--- config.mk ---
export PLATFORM = sky130hd
export DESIGN_NAME = sprite_row_fetcher
export DESIGN_NICKNAME = d
export VERILOG_FILES = /design/src/rtl/sprite_pkg.sv /design/src/rtl/sprite_skid2.sv /design/src/rtl/sprite_row_fetcher.sv
export SDC_FILE = /design/constraint.sdc
export NUM_CORES = 1
export LEC_CHECK = 0
export ABC_CLOCK_PERIOD_IN_PS = 4100
export CAP_MARGIN = 20
export CORE_MARGIN = 4
export CORE_UTILIZATION = 56
export CTS_CLUSTER_DIAMETER = 40
export DETAILED_ROUTE_END_ITERATION = 10
export PLACE_DENSITY = 0.86
export RECOVER_POWER = 50
export SLEW_MARGIN = 20
export SYNTH_ARGS = -nofsm -noshare
export SYNTH_HDL_FRONTEND = slang
export SYNTH_SLANG_ARGS = --single-unit
--- constraint.sdc ---
create_clock -name Clk -period 4.1 [get_ports Clk]
set_input_delay 0.615 -clock Clk [delete_from_list [all_inputs] [get_ports Clk]]
set_output_delay 0.615 -clock Clk [all_outputs]
set_load 0.05 [all_outputs]
--- src/rtl/sprite_pkg.sv ---
// Shared types, geometry constants and address helpers for the sprite row fetcher.
// The optional SPRITE_MIRROR_EN build macro is consumed by sprite_row_fetcher.
package sprite_pkg;

  localparam int ADDR_W   = 13;
  localparam int IDX_W    = 4;
  localparam int COL_W    = 6;
  localparam int TILE_H   = 20;
  localparam int NARROW_W = 20;
  localparam int WIDE_W   = 40;

  typedef enum logic [2:0] {
    BRICK_GROUND = 3'd0,
    SPINE        = 3'd1,
    SPINE_MOVE   = 3'd2,
    SAVE_POINT   = 3'd3,
    SAVE_POINT2  = 3'd4,
    ARROW_RIGHT  = 3'd5
  } tile_e;

  typedef enum logic [1:0] {
    ST_IDLE  = 2'd0,
    ST_ISSUE = 2'd1,
    ST_DRAIN = 2'd2
  } state_t;

  typedef struct packed {
    logic [IDX_W-1:0] idx;
    logic [COL_W-1:0] col;
    logic             last;
  } pix_t;

  function automatic logic [COL_W-1:0] tile_width(input logic [2:0] t);
    return (t == 3'(ARROW_RIGHT)) ? COL_W'(WIDE_W) : COL_W'(NARROW_W);
  endfunction

  // Source address of screen column c; mirrored rows read from the right edge.
  function automatic logic [ADDR_W-1:0] calc_addr(input logic [2:0] t, input logic [4:0] r,
                                                  input logic m, input logic [COL_W-1:0] c);
    logic [COL_W-1:0] w;
    logic [COL_W-1:0] src;
    w   = tile_width(t);
    src = m ? (w - COL_W'(1) - c) : c;
    return ADDR_W'(r) * ADDR_W'(w) + ADDR_W'(src);
  endfunction

endpackage

--- src/rtl/sprite_skid2.sv ---
// Two-entry output buffer; entry e0_q is the registered head presented to the consumer.
module sprite_skid2
  import sprite_pkg::*;
(
  input  logic       clk_i,
  input  logic       rst_i,
  input  logic       in_valid_i,
  input  pix_t       in_pix_i,
  input  logic       out_ready_i,
  output logic       out_valid_o,
  output pix_t       out_pix_o,
  output logic [1:0] occ_o
);

  logic [1:0] cnt_q;
  pix_t       e0_q;
  pix_t       e1_q;
  logic       pop;

  // Handshake: a pixel transfers on a clock edge where out_valid_o && out_ready_i;
  // the head is held unchanged otherwise. The producer never pushes into a full,
  // non-popping buffer (guaranteed by the fetcher's credit check).
  assign pop         = (cnt_q != 2'd0) && out_ready_i;
  assign out_valid_o = (cnt_q != 2'd0);
  assign out_pix_o   = e0_q;
  assign occ_o       = cnt_q;

  always_ff @(posedge clk_i) begin
    if (rst_i) begin
      cnt_q <= 2'd0;
      e0_q  <= '0;
      e1_q  <= '0;
    end else begin
      case ({pop, in_valid_i})
        2'b01: begin
          if (cnt_q == 2'd0) e0_q <= in_pix_i;
          else               e1_q <= in_pix_i;
          cnt_q <= cnt_q + 2'd1;
        end
        2'b10: begin
          if (cnt_q == 2'd2) e0_q <= e1_q;
          cnt_q <= cnt_q - 2'd1;
        end
        2'b11: begin
          if (cnt_q == 2'd1) begin
            e0_q <= in_pix_i;
          end else begin
            e0_q <= e1_q;
            e1_q <= in_pix_i;
          end
        end
        default: ;
      endcase
    end
  end

endmodule

--- src/rtl/sprite_row_fetcher.sv ---
// Fetches one sprite row from the OCM ROMs and streams colour indices with backpressure.
// Build macro SPRITE_MIRROR_EN enables the horizontal flip input.
module sprite_row_fetcher
  import sprite_pkg::*;
(
  input  logic              Clk,
  input  logic              Reset,
  input  logic              start,
  input  logic [2:0]        tile_id,
  input  logic [4:0]        row,
  input  logic              mirror,
  output logic              busy,
  output logic [2:0]        rom_sel,
  output logic [ADDR_W-1:0] rom_addr,
  input  logic [IDX_W-1:0]  rom_data,
  output logic              pix_valid,
  input  logic              pix_ready,
  output logic [IDX_W-1:0]  pix_idx,
  output logic [COL_W-1:0]  pix_col,
  output logic              pix_last,
  output logic              done,
  output logic              err,
  output state_t            dbg_state_o
);

  state_t            st_q;
  logic [2:0]        tile_q;
  logic [4:0]        row_q;
  logic              mirror_q;
  logic [COL_W-1:0]  col_q;
  logic [ADDR_W-1:0] addr_q;
  logic              rd_q;
  logic [COL_W-1:0]  rd_col_q;
  logic              rd_last_q;
  logic              busy_q;
  logic              done_q;
  logic              err_q;

  logic       mirror_in;
  logic [1:0] occ;
  logic       pop;
  logic       credit_ok;
  logic       issue;
  logic       last_col;
  logic       req_bad;
  pix_t       rd_pix;
  pix_t       out_pix;

`ifdef SPRITE_MIRROR_EN
  assign mirror_in = mirror;
`else
  // Flip disabled: the port is kept but forced to ascending column order.
  assign mirror_in = mirror & 1'b0;
`endif

  // A slot freed by this cycle's handoff can be reused at once, keeping one pixel per cycle.
  assign pop       = pix_valid && pix_ready;
  assign credit_ok = ({1'b0, occ} + {2'b0, rd_q}) < (3'd2 + {2'b0, pop});
  assign issue     = (st_q == ST_ISSUE) && credit_ok;
  assign last_col  = (col_q == tile_width(tile_q) - COL_W'(1));
  assign req_bad   = (tile_id > 3'(ARROW_RIGHT)) || (row >= 5'(TILE_H));

  always_ff @(posedge Clk) begin
    if (Reset) begin
      st_q      <= ST_IDLE;
      tile_q    <= 3'd0;
      row_q     <= 5'd0;
      mirror_q  <= 1'b0;
      col_q     <= '0;
      addr_q    <= '0;
      rd_q      <= 1'b0;
      rd_col_q  <= '0;
      rd_last_q <= 1'b0;
      busy_q    <= 1'b0;
      done_q    <= 1'b0;
      err_q     <= 1'b0;
    end else begin
      done_q <= 1'b0;
      err_q  <= 1'b0;
      rd_q   <= issue;
      if (issue) begin
        rd_col_q  <= col_q;
        rd_last_q <= last_col;
      end
      case (st_q)
        ST_IDLE: begin
          if (start) begin
            if (req_bad) begin
              done_q <= 1'b1;
              err_q  <= 1'b1;
            end else begin
              tile_q   <= tile_id;
              row_q    <= row;
              mirror_q <= mirror_in;
              col_q    <= '0;
              addr_q   <= calc_addr(tile_id, row, mirror_in, '0);
              busy_q   <= 1'b1;
              st_q     <= ST_ISSUE;
            end
          end
        end
        ST_ISSUE: begin
          if (issue) begin
            if (last_col) begin
              st_q <= ST_DRAIN;
            end else begin
              col_q  <= col_q + COL_W'(1);
              addr_q <= calc_addr(tile_q, row_q, mirror_q, col_q + COL_W'(1));
            end
          end
        end
        ST_DRAIN: begin
          if (pop && out_pix.last) begin
            done_q <= 1'b1;
            busy_q <= 1'b0;
            st_q   <= ST_IDLE;
          end
        end
        default: st_q <= ST_IDLE;
      endcase
    end
  end

  assign rd_pix = '{idx: rom_data, col: rd_col_q, last: rd_last_q};

  sprite_skid2 u_skid (
    .clk_i       (Clk),
    .rst_i       (Reset),
    .in_valid_i  (rd_q),
    .in_pix_i    (rd_pix),
    .out_ready_i (pix_ready),
    .out_valid_o (pix_valid),
    .out_pix_o   (out_pix),
    .occ_o       (occ)
  );

  assign busy        = busy_q;
  assign done        = done_q;
  assign err         = err_q;
  assign rom_sel     = tile_q;
  assign rom_addr    = addr_q;
  assign pix_idx     = out_pix.idx;
  assign pix_col     = out_pix.col;
  assign pix_last    = out_pix.last;
  assign dbg_state_o = st_q;

endmodule

# Word level (Yosys, flattened, before mapping)
# Cells that the tools add are included.
[totals]
register_bits = 64
latchBits = 0
ramBits = 0
mem_bits_ro = 0
inputBits = 17
out_inout_bits = 33
elab_cells = 105
mem_count = 0
[classes]
n_addsub = 7
multipliers = 2
div_mod_pow = 0
n_lt_le_gt_ge = 3
n_eq_ne = 20
n_shift = 0
muxes = 34
n_bitwise = 2
n_reduce_logical = 19
[op_table]
columns = ["cell", "count"]
rows = [
  ["$mux 11", 5],
  ["$mux 13", 4],
  ["$mux 6", 6],
  ["$pmux 11 s3", 1],
  ["$pmux 13 s2", 1],
  ["$mul 5x6->11", 2],
  ["$pmux 11 s2", 1],
  ["$ne 2x2->1 const B", 8],
  ["$add 11x6->12", 1],
  ["$pmux 6 s2", 1],
  ["$mux 2", 5],
  ["$reduce_and 5->1", 2],
  ["$reduce_bool 2->1", 5],
  ["$reduce_and 3->1", 3],
  ["$eq 2x2->1 const B", 4],
  ["$add 6x1->6 const B", 1],
  ["$eq 2x1->1 const B", 3],
  ["$eq 3x3->1 const B", 2],
  ["$eq 6x6->1", 1],
  ["$mux 1", 6],
  ["$pmux 2 s3", 1],
  ["$sub 6x1->6 const B", 1],
  ["$ge 5x5->1 const B", 1],
  ["$logic_not 2->1", 2],
  ["15 further kinds", 20],
]

# Logic depth before layout (Yosys ltp)
[depth]
depth_word = 7
ltp_mapped = 16
depth_no_buf = 15

# By module
# Synthesis repeated with hierarchy kept, for this count alone.
[hier_totals]
cells_unflattened = 499
hier_area_um2 = 4251.6
[modules_own_cells]
columns = ["mod", "n_inst", "cells_each", "area_each_um2", "seq_area_each_um2"]
rows = [
  ["sprite_row_fetcher", 1, 349, 2925.3, 740.7],
  ["sprite_skid2", 1, 150, 1326.3, 480.5],
]

# Worst setup path after synthesis
# No wires, ideal clock.
[synth_path]
kind = "reg-to-reg"
from = "register tile_q[0] (netlist: rom_sel[0])"
to = "register addr_q[10] (netlist: rom_addr[10])"
setup_time_ns = 0.116
t_arrival_ns = 3.691
required_ns = 3.984
path_slack_ns = 0.292
path_stages_with_launch = 14
n_path_buf = 0
synth_period_minus_slack_ns = 3.808
path_cell_list = "dfxtp_1 > nand3b_1 > and2_1 > ha_1 > inv_1 > fa_1 > fa_1 > inv_1 > ha_1 > nand3_1 > a21boi_0 > nand4_1 > o21a_1 > a31o_2"
[synth_via]
elab_chain_cells = 7
elab_cells_between_ends = 11
classes_between = "2 x add/sub; 1 x mul; 3 x eq/ne; 4 x mux; 1 x reduce/logical"
[synth_lines]
columns = ["element", "line_no", "text"]
rows = [
  ["start, declared", "sprite_row_fetcher.sv:27", "logic [2:0] tile_q;"],
  ["start signal, assigned", "sprite_row_fetcher.sv:92", "tile_q <= tile_id;"],
  ["$eq 3x3->1 (*)", "sprite_pkg.sv:34", "return (t == 3'(ARROW_RIGHT)) ? COL_W'(WIDE_W) : COL_W'(NARROW_W);"],
  ["$mux 6 (*)", "sprite_pkg.sv:34", ""],
  ["$mul 5x6->11", "sprite_pkg.sv:44", "return ADDR_W'(r) * ADDR_W'(w) + ADDR_W'(src);"],
  ["$add 11x6->12", "sprite_pkg.sv:44", ""],
  ["$mux 13", "sprite_row_fetcher.sv:104", "if (last_col) begin"],
  ["$mux 13", "sprite_row_fetcher.sv:103", "if (issue) begin"],
  ["$pmux 13 s2", "sprite_row_fetcher.sv:85", "case (st_q)"],
  ["end signal, assigned", "sprite_row_fetcher.sv:96", "addr_q <= calc_addr(tile_id, row, mirror_in, '0);"],
  ["end signal, assigned", "sprite_row_fetcher.sv:108", "addr_q <= calc_addr(tile_q, row_q, mirror_q, col_q + COL_W'(1));"],
  ["end, declared", "sprite_row_fetcher.sv:31", "logic [ADDR_W-1:0] addr_q;"],
]
# Every way passes the cells marked *; elsewhere a longest branch is shown, timed or not. The select of a mux whose other input is x is not followed.
# A chain may end at the register's enable or synchronous reset.

# Final worst setup path
[layout_path]
from = "register tile_q[2] (netlist: rom_sel[2])"
to = "register addr_q[9] (netlist: rom_addr[9])"
# Same word-level chain as after synthesis.

==> summary.txt <==
Worst setup path
  – Crit end category: register
  – Crit-path slowest cell: fa_1
  – Startpoint types: register
  – Critical path peak fanout: 5
  – Max incr delay on CP: 0.56 ns
  – Reg2reg end: rom_addr[9]
  – Worst path required time: 4.29 ns
  – Setup CP Type: reg2reg
  – R2R cell count: 14
  – CP arrival: 4.07 ns
  – R2R Setup Slk: 0.21 ns
  – Critical-path cell list: nand3b_1, nand2_1, nand2_1, ha_1, inv_1, fa_1, fa_1, inv_1, ha_1, o21ai_0, nor4b_1, nor3_1, o22a_1, nor3_1
  – RR Startpoint: rom_sel[2]
  – Crit path from: rom_sel[2]

Clock network
  – CTS Root Cell: clkbuf_8
  – CTS tree: done
  – Reg clk slew, reported paths: 0.07 ns
  – CTS sink count: 61
  – Clock Path Buffers: 2
  – H-tree levels: 3
  – Total CTS buffers: 9
  – Skew-Pair Late Insertion Delay: 0.34 ns
  – Postcts setup bufs: 0

Placed design
  – Detailed Place HPWL: 7010 um
  – Place WS: -0.0115 ns
  – Global placer's final weighted congestion: 0.826
  – Placed insts: 597
  – Quantity of I/O buffers inserted on ports: 47

Yosys
  – Mapped Area: 4020 um2
  – Synth area leaders: dfxtp_1 (30%), ha_1 (15%), nand2_1 (5.9%), fa_1 (4.5%), a21oi_1 (3.7%)
  – Cell count after synthesis: 468
  – Synth area leader: dfxtp_1
  – Main flop type after synthesis: dfxtp_1
  – Yosys top cell area share: 0.304
  – Commonest cells post-synth: nand2_1 (63), dfxtp_1 (61), ha_1 (48)
  – Synthesis Warnings: 0
  – Count leader, synth: nand2_1
  – Seq/Total Area, Yosys: 0.304
  – Synth Register Bits: 61
  – Unique masters post-synth: 57
  – Post-synth EDFFs: 0
  – Post-synthesis async set-or-reset flop share: 0
  – Mean Syn Cell Area: 8.60 um2

Timing
  – Final period utilization: 0.948
  – Fin. Hold Viols: 0
  – Final Max Slew Viols: 0
  – Worst Tran Pin Value: 0.844 ns
  – Setup slack after layout: 0.215 ns
  – RSZ-0062 raised after global routing: false
  – Setup violators final: 0
  – Max Clock Freq: 0.257 GHz
  – Hold slack: 0.475 ns
  – Min Tclk post-route: 3.89 ns
  – Setup_tns: 0 ns
  – Clock Skews: 0.0115 ns
  – Slew headroom: 0.438

Global routing
  – Gr usage total: 0.233
  – GRT overflow: 0
  – Vias in the first global route: 3513
  – Initial antenna violation count: 0
  – Largest net degree at the start of global routing: 45
  – First-pass GRT wire length: 16200 um

Routing
  – Routed via count: 3622
  – Post-DRT Antenna Nets: 0
  – Initial drt markers: 254
  – DR WL/cell: 15.8 um
  – Via/cell ratio: 5.91
  – DR DRC count: 0
  – TritonRoute pass-1 iters: 5
  – DRT Wirelength: 9670 um

Power
  – PwrDens: 458 nW/um2
  – Worst vdd ir: 0.212 mV
  – Leakage: 2.17 nW
  – Total Power: 2.19 mW

Run status
  – Status: complete, no violations

Worst hold path
  – Hold WC Path Type: reg2reg
  – Worst Hold End: rd_col_q[3]
  – Worst hold start: rd_col_q[3]
  – Hold Path Cell Cnt: 2

Die
  – DIE HEIGHT: 92.8 um
  – # IOs: 50
  – Die ar.: 8600 um2
  – Chip width: 92.8 um
  – Core region area: 6870 um2
  – Initial Util: 0.586
  – # rows: 30

Final layout
  – Fillcell total: 536
  – Nets@finish: 586
  – Syn-to-layout area delta: 18.9%
  – Share of post-route cells with drive strength above 1: 0.0754
  – Final Non-Filler Cells: 613
  – Number of diodes: 0

Flow run
  – Max Cap Viol: 0
[cells in the final DEF (no fill, tap or decap), drive strengths merged, types with 10 or more instances in the layout]
cell,n
mux2i,13
buf,10
a21oi,30
clkbuf,10
ha,48
dlygate4sd3,31
nand3,13
clkdlybuf4s50,15
dfxtp,61
inv,23
nor2,33
a22oi,12
nand2b,10
nand2,64
nor3,14
a211oi,17
[state kept, by name, indices dropped and copies added (netlist names), 2 cells and up]
register,flops
row_q,5
dbg_state_o,2
u_skid.out_pix_o,11
col_q,6
rd_col_q,6
u_skid.occ_o,2
rom_addr,10
u_skid.e1_q,11
rom_sel,3
[worst max-delay path: cells and delay by family (launching register included)]
family | cells | cell delay, ns
and+or+nand+nor | 6 | 0.87
DFF | 1 | 0.40
adders and majority gates | 4 | 1.73
AOI/OAI and AO/OA | 2 | 0.64
buffers and inverters | 2 | 0.10
[what timing repair did]
action | CTS | global route
resized for setup | 0 | 1
hold buffers | 0 | 0
setup endpoints to repair | 0 | 2
[logic make-up (layout without fill, tap and decap cells)]
group                    Yosys count  in the layout  synth area share
buffers and inverters             52             95            0.0579
AND/OR/NAND/NOR                  169            169             0.202
multiplexers                      13             13            0.0355
adder cells (fa/ha/maj)           57             57             0.194
AO/OA/AOI/OAI                    107            107             0.190
XOR/XNOR                           7              7            0.0152
other                              2              8           0.00187
flip-flops                        61             61             0.304
[routing by layer]
layer  GRT usage  up-vias  routed length (um)
met1       0.287     1733                4150
li1            -     1744                   -
met2       0.398      122                4820
met3      0.0504       23                 533
met4      0.0867        0                 170
met5           0        -                   0
[worst max path at each step]
stage / end / slack [ns] / cells past startpoint
6_report: rom_addr[9] / 0.21 / 14
5_1_grt: rom_addr[9] / 0.04 / 13
4_1_cts: rom_addr[9] / 0.11 / 12
3_5_place_dp: rom_addr[10] / -0.01 / 14
3_3_place_gp: rom_addr[10] / 0.07 / 14
2_1_floorplan: rom_addr[10] / 0.29 / 13
[cell type report]
type,instances,area (um2),area share
well taps,96,120,0.0251
clock buffers,9,124,0.0259
repair buffers,57,537,0.112
clock inverters,7,97.6,0.0204
inverters,22,82.6,0.0173
flip-flops and latches,61,1220,0.255
multi-input cells,361,2600,0.544
[through the flow]
step / instance area (um2) / util
2_1_floorplan: 4050 / -
6_report: 4780 / 0.697
5_1_grt: 4780 / 0.697
3_3_place_gp: 4560 / 0.664
3_5_place_dp: 4560 / 0.664
4_1_cts: 4780 / 0.696
[where the power goes]
| part | switching, mW | internal [mW] |
|---|---|---|
| Clock | 0.257 | 0.344 |
| Sequential | 0.0470 | 0.665 |
| Combinational | 0.576 | 0.302 |
Note: power is estimated with default switching activity, not from simulation.
